**src/rtl/if_fetch_stage.sv**
```systemverilog
// Instruction-fetch stage: PC -> variable-latency IMEM handshake -> IF/ID register.
// Optional IF_FETCH_STATS_EN adds stall-cycle and flush counters.
module if_fetch_stage #(
    parameter logic [31:0] NOP_WORD = 32'h0000_0000,
    parameter logic [31:0] PC_STEP  = 32'd4
) (
    input  logic        clk,
    input  logic        reset,
    input  logic [31:0] pc_in,
    output logic        pc_hold,
    output logic        imem_req,
    output logic [31:0] imem_addr,
    input  logic [31:0] imem_rdata,
    input  logic        imem_valid,
    input  logic        id_stall,
    input  logic        id_flush,
    output logic [31:0] if_id_instr,
    output logic [31:0] if_id_pc4,
`ifdef IF_FETCH_STATS_EN
    output logic [31:0] stat_stall_cycles,
    output logic [31:0] stat_flush_count,
`endif
    output logic        if_id_valid
);

    typedef enum logic [1:0] {S_FETCH, S_FULL, S_DRAIN} state_t;

    state_t      state_q, state_d;
    logic [31:0] addr_q, addr_d;
    logic [31:0] instr_q, instr_d;
    logic [31:0] pc4_q, pc4_d;
    logic        valid_q, valid_d;
    logic [31:0] skid_instr_q, skid_instr_d;
    logic [31:0] skid_pc4_q, skid_pc4_d;
    logic [31:0] pc_next;

    assign pc_next     = pc_in + PC_STEP;
    assign if_id_instr = instr_q;
    assign if_id_pc4   = pc4_q;
    assign if_id_valid = valid_q;

    // FULL issues no request, so the last captured address is presented there too.
    assign imem_addr = (state_q == S_FETCH) ? pc_in : addr_q;

    always_comb begin
        state_d      = state_q;
        addr_d       = addr_q;
        instr_d      = instr_q;
        pc4_d        = pc4_q;
        valid_d      = valid_q;
        skid_instr_d = skid_instr_q;
        skid_pc4_d   = skid_pc4_q;
        pc_hold      = 1'b0;
        imem_req     = 1'b0;
        if (!reset) begin
            case (state_q)
                S_FETCH: begin
                    imem_req = 1'b1;
                    addr_d   = pc_in;
                    if (id_flush) begin
                        valid_d = 1'b0;
                        instr_d = NOP_WORD;
                        if (!imem_valid) state_d = S_DRAIN;
                    end else if (id_stall) begin
                        pc_hold = 1'b1;
                        if (imem_valid) begin
                            skid_instr_d = imem_rdata;
                            skid_pc4_d   = pc_next;
                            state_d      = S_FULL;
                        end
                    end else if (imem_valid) begin
                        instr_d = imem_rdata;
                        pc4_d   = pc_next;
                        valid_d = 1'b1;
                    end else begin
                        valid_d = 1'b0;
                        instr_d = NOP_WORD;
                        pc_hold = 1'b1;
                    end
                end
                S_FULL: begin
                    if (id_flush) begin
                        valid_d = 1'b0;
                        instr_d = NOP_WORD;
                        state_d = S_FETCH;
                    end else if (id_stall) begin
                        pc_hold = 1'b1;
                    end else begin
                        instr_d = skid_instr_q;
                        pc4_d   = skid_pc4_q;
                        valid_d = 1'b1;
                        state_d = S_FETCH;
                    end
                end
                S_DRAIN: begin
                    // The outstanding response belongs to the squashed path and is dropped.
                    imem_req = 1'b1;
                    pc_hold  = 1'b1;
                    if (id_flush) begin
                        valid_d = 1'b0;
                        instr_d = NOP_WORD;
                    end else begin
                        if (!id_stall) begin
                            valid_d = 1'b0;
                            instr_d = NOP_WORD;
                        end
                        if (imem_valid) state_d = S_FETCH;
                    end
                end
                default: state_d = S_FETCH;
            endcase
        end
    end

    always_ff @(posedge clk) begin
        if (reset) begin
            state_q      <= S_FETCH;
            addr_q       <= '0;
            instr_q      <= NOP_WORD;
            pc4_q        <= '0;
            valid_q      <= 1'b0;
            skid_instr_q <= '0;
            skid_pc4_q   <= '0;
        end else begin
            state_q      <= state_d;
            addr_q       <= addr_d;
            instr_q      <= instr_d;
            pc4_q        <= pc4_d;
            valid_q      <= valid_d;
            skid_instr_q <= skid_instr_d;
            skid_pc4_q   <= skid_pc4_d;
        end
    end

`ifdef IF_FETCH_STATS_EN
    logic [31:0] stall_cnt_q, flush_cnt_q;
    assign stat_stall_cycles = stall_cnt_q;
    assign stat_flush_count  = flush_cnt_q;

    always_ff @(posedge clk) begin
        if (reset) begin
            stall_cnt_q <= '0;
            flush_cnt_q <= '0;
        end else begin
            if (pc_hold)  stall_cnt_q <= stall_cnt_q + 32'd1;
            if (id_flush) flush_cnt_q <= flush_cnt_q + 32'd1;
        end
    end
`endif

endmodule

```
**config.mk**
```make
export PLATFORM = sky130hd
export DESIGN_NAME = if_fetch_stage
export DESIGN_NICKNAME = d
export VERILOG_FILES = /design/src/rtl/if_fetch_stage.sv
export SDC_FILE = /design/constraint.sdc
export NUM_CORES = 1
export LEC_CHECK = 0
export CAP_MARGIN = 5
export CORE_MARGIN = 10
export CORE_UTILIZATION = 54
export CTS_CLUSTER_DIAMETER = 30
export DETAILED_ROUTE_END_ITERATION = 16
export HOLD_SLACK_MARGIN = 0.15
export MAX_ROUTING_LAYER = met4
export PLACE_DENSITY_LB_ADDON = 0.25
export SYNTH_ARGS = -nofsm -noshare
export SYNTH_HDL_FRONTEND = slang
export SYNTH_SLANG_ARGS = --single-unit
```
**constraint.sdc**
```tcl
create_clock -name clk -period 3.8 [get_ports clk]
set_input_delay 0.76 -clock clk [delete_from_list [all_inputs] [get_ports clk]]
set_output_delay 0.76 -clock clk [all_outputs]
set_load 0.05 [all_outputs]
```
* After elaboration in Yosys (flattened, before gate mapping)
Cells that the tools add are included.
Operators by class: reductions and logical operators 8, multiplexer cells 41, $add $sub $neg 1, bitwise operators 1, equal/unequal tests 15
Operators with widths (number):
- $mux 32 | 13
- $pmux 32 s3 | 1
- $pmux 32 s2 | 1
- $add 32x3->32 const B | 1
- $ne 3x3->1 const B | 6
- $mux 2 | 8
- $mux 1 | 15
- $ne 2x2->1 const B | 7
- $reduce_and 6->1 | 2
- $reduce_and 4->1 | 2
- $pmux 1 s3 | 2
- $pmux 2 s3 | 1
- $reduce_bool 3->1 | 1
- $eq 2x1->1 const B | 1
- $eq 2x2->1 const B | 1
- $logic_not 2->1 | 1
- $reduce_bool 2->1 | 1
- $reduce_or 2->1 | 1
- $not 1->1 | 1
Word-level totals: word-level logic and storage cells 73, bits in registers 163, output and inout bits 99, bits of input ports 69

* Depth between registers and ports, before layout
depth in word-level cells 5, gate-level depth with buffers 10, mapped depth without buffers 7

* Least setup slack after synthesis
Ideal clock, no wire load.
path type reg2out, start point reg state_q[0], end point out pc_hold, data required time 3040 ps, arrival time 2369 ps, buffers on the path 2, path slack 671 ps, stages on the path, launching flop included 9, cell sequence dfxtp_1 inv_1 ha_1 buf_2 buf_2 o21ai_0 a21oi_1 nor2_1 nor3_1
On the way: longest elaborated chain between the ends 3, elaborated cells on any way between the ends 5, those cells by class 2 x eq/ne; 2 x mux; 1 x reduce/logical
Ends and longest elaborated chain:
- start, declared | line 28 | state_t state_q, state_d;
- start signal, assigned | line 125 | state_q <= state_d;
- $eq 2x2->1 (tied with other cells) | line 56 | case (state_q)
- $pmux 1 s3 * | line 56
- $mux 1 * | line 55 | if (!reset) begin
- end, declared | line 10 | output logic pc_hold,
Every way passes the cells marked *; elsewhere a longest branch is shown, timed or not.

* Final worst setup path
start point reg state_q[0], end point out imem_addr[30]
On the way: longest elaborated chain between the ends 2
Ends and longest elaborated chain:
- $logic_not 2->1 | line 43 | assign imem_addr = (state_q == S_FETCH) ? pc_in : addr_q;
- $mux 32 | line 43
- end, declared | line 12 | output logic [31:0] imem_addr,
No other way between the ends.

==> results.ini <==
[run_status]
status = completed

[clock_tree]
post_cts.repair.setup_buffers = 0
cts_root_buffer = clkbuf_16
ctsLongestPathBuffers = 2
clk_pin_slew_worst_paths_ns = 0.06
clk_latency_ns = 0.42
cts.sinks = 163
cts_htree_levels = 4
cts_buffers = 17
cts_tree = yes
holdBufCountCts = 0
post_cts_resize_count = 0

[route]
wirelength_um = 19900
antenna_left = 0
wire_per_inst_um = 17.7
vias = 6344
via_per_inst = 5.64
drc_errors = 0
drt_first_pass_iters = 7
drt_iter0_drc = 557

[worst_setup_path]
reg2reg_from = state_q[1]
critical_path.startpoint_type = register
critPathCaptureType = output pin
path_class = reg -> out
required_ns = 3.04
reg2reg_slack_ns = 1.11
reg2regPathDepth = 7
path_max_fanout = 41
r2r-end = if_id_pc4[0]
cp.arrival_ns = 2.58

[final_layout]
final_core_util_pct = 73.8
fillers = 923
finalNetCount = 1015
drive_above_1_share_pct = 10.7
area_growth_pct = 32.7
seq_area_um2 = 3260
diodes = 0
multi_input_area_um2 = 3560

[timing]
setup_ws_ns = 0.460
rsz0062_at_grt = no
finClkSkew_ns = 0.00852
setup_violations = 0
slew_viol_final = 0
tns_ns = 0
finalCritPeriodShare_pct = 87.9
hold_viol_final = 0
final.min_clock_period_ns = 3.34
holdWs_ns = 0.453
relSlewSlack_pct = 27.9
fmax_mhz = 299
worst_pin_slew_ns = 1.08

[power]
p_leak_uw = 0.00343
powerDensity_nw_per_um2 = 495
vdd_drop_max_v = 0.000391

[grt]
grt.overflow.total = 0
met1_usage_pct = 25.3
grt_max_degree = 107
grt_pass1_wl_um = 32000
top_usage_layer = met2
grt_pass1_vias = 6292
use_met2_pct = 37.0
grtUsageMet3_pct = 5.38
grt_usage_pct = 22.1
antenna_found_initial = 0

[synthesis]
synthesis.area_um2 = 7100
ys_dominant_reg_cell = dfxtp_1
syn_inst = 808
avgSynthCellArea_um2 = 8.79
yosys-top-cells-count = dfxtp_1, nand2_1, nor2_1
synth_edf_count = 0
async_flop_share_pct = 0
synth_top_area_share_pct = 45.9
yosysWarnings = 0
synth_fp_nets = 883
synth_area_leader_cell = dfxtp_1
synth-seq-cells = 163
yosysMostFrequentCell = dfxtp_1
synth_area_leaders = dfxtp_1, a211oi_1, nand2_1, mux2_2, nor2_1
yosysSeqAreaShare_pct = 45.9
synth.distinct_cells = 43

[hold_path]
hold_class = reg -> reg
min_from = if_id_pc4[4]
min_path_cells = 2
hold_end = if_id_pc4[4]

[placed_design]
dp_slack_ns = 0.570
gp_congestion = 0.867
port_buffers = 167
dp_hpwl_um = 13800

[die]
dieArea_um2 = 18100
row_count = 41
io_pins = 168
start_util_pct = 55.6
chipWidth_um = 135
die_h_um = 135
core_um2 = 12800

[run]
maxCapViolations = 0

area by class of cell:
cell class                 instances  share of cell area, %
multi-input combinational        571                   37.8
sequential                       163                   34.6
clock inverter                    11                   1.46
tap                              172                   2.28
clock buffer                      20                   4.63
timing repair buffer             179                   18.9
inverter                           8                  0.319
metrics by stage:
stage	std cells	total power (uW)	cell area, um2
2_1_floorplan	808	2630	7100
3_3_place_gp	1093	2990	8840
3_5_place_dp	1093	3020	8840
4_1_cts	1124	4690	9420
5_1_grt	1124	4850	9430
6_report	1124	4660	9430
layer usage:
layer | wire, um | share of wire [%] | up-vias
li1 | - | - | 3089
met5 | 0 | 0 | -
met3 | 1180 | 5.9 | 28
met4 | 387 | 1.9 | 0
met1 | 8220 | 41 | 3021
met2 | 10100 | 51 | 206
where the power goes:
group | internal, uW | switching, uW
clock | 1020 | 651
sequential | 1820 | 50.8
combinational | 411 | 706
flip-flops by register name, summed over array words and instances, names as in the netlist:
| name | cells |
|---|---|
| skid_instr_q | 32 |
| if_id_pc4 | 32 |
| if_id_instr | 32 |
| addr_q | 32 |
| if_id_valid | 1 |
| skid_pc4_q | 32 |
| state_q | 2 |
cells in the final DEF, fill, tap and decap left out, drive strengths merged, types with 5 or more instances in the layout:
cell           Yosys  routed
o22ai             14      14
a211oi            57      57
nor2b             33      33
mux2i              7       7
inv                8       8
a22oi             32      32
mux2              32      32
xor2              22      22
clkbuf            36      20
nor2              92      92
o21ai             12      12
nand4             12      12
buf               30      14
clkdlybuf4s50      0     165
nor3              13      13
o21bai             5       5
nand2b             5       5
nand2            102     102
nand3             16      16
a21oi             68      68
and3              16      16
ha                 6       6
clkinv             0       5
dfxtp            163     163
cells by family (layout without fill, tap and decap cells):
| kind of cell | count (synthesis) | in the layout | share of synthesized area, % |
|---|---|---|---|
| and+or+nand+nor | 300 | 300 | 20.2 |
| xor gates and xnor gates | 26 | 26 | 3.21 |
| muxes | 39 | 39 | 6.06 |
| buffers and inverters | 74 | 218 | 4.42 |
| adders and majority gates | 6 | 6 | 1.06 |
| AOI/OAI and AO/OA | 200 | 200 | 19.1 |
| DFF | 163 | 163 | 45.9 |
worst max-delay path by stage:
stage                     startpoint       endpoint  slack (ns)  depth (start not counted)
final                     state_q[0]  imem_addr[30]        0.46                          4
after global routing      state_q[0]       imem_req        0.33                          5
after CTS                 state_q[0]  imem_addr[30]        0.16                          4
after detailed placement  state_q[0]  imem_addr[30]        0.57                          4
after global placement     pc_in[12]  imem_addr[12]        0.65                          3
after floorplan           state_q[0]        pc_hold        0.67                          8
worst max-delay path: stages, from the launching register on:
cell and delay [ns]:
dfxtp_1 0.34, inv_1 0.15, ha_4 0.50, mux2_2 0.41, clkdlybuf4s50_1 0.74
Note: power is estimated with default switching activity, not from simulation.
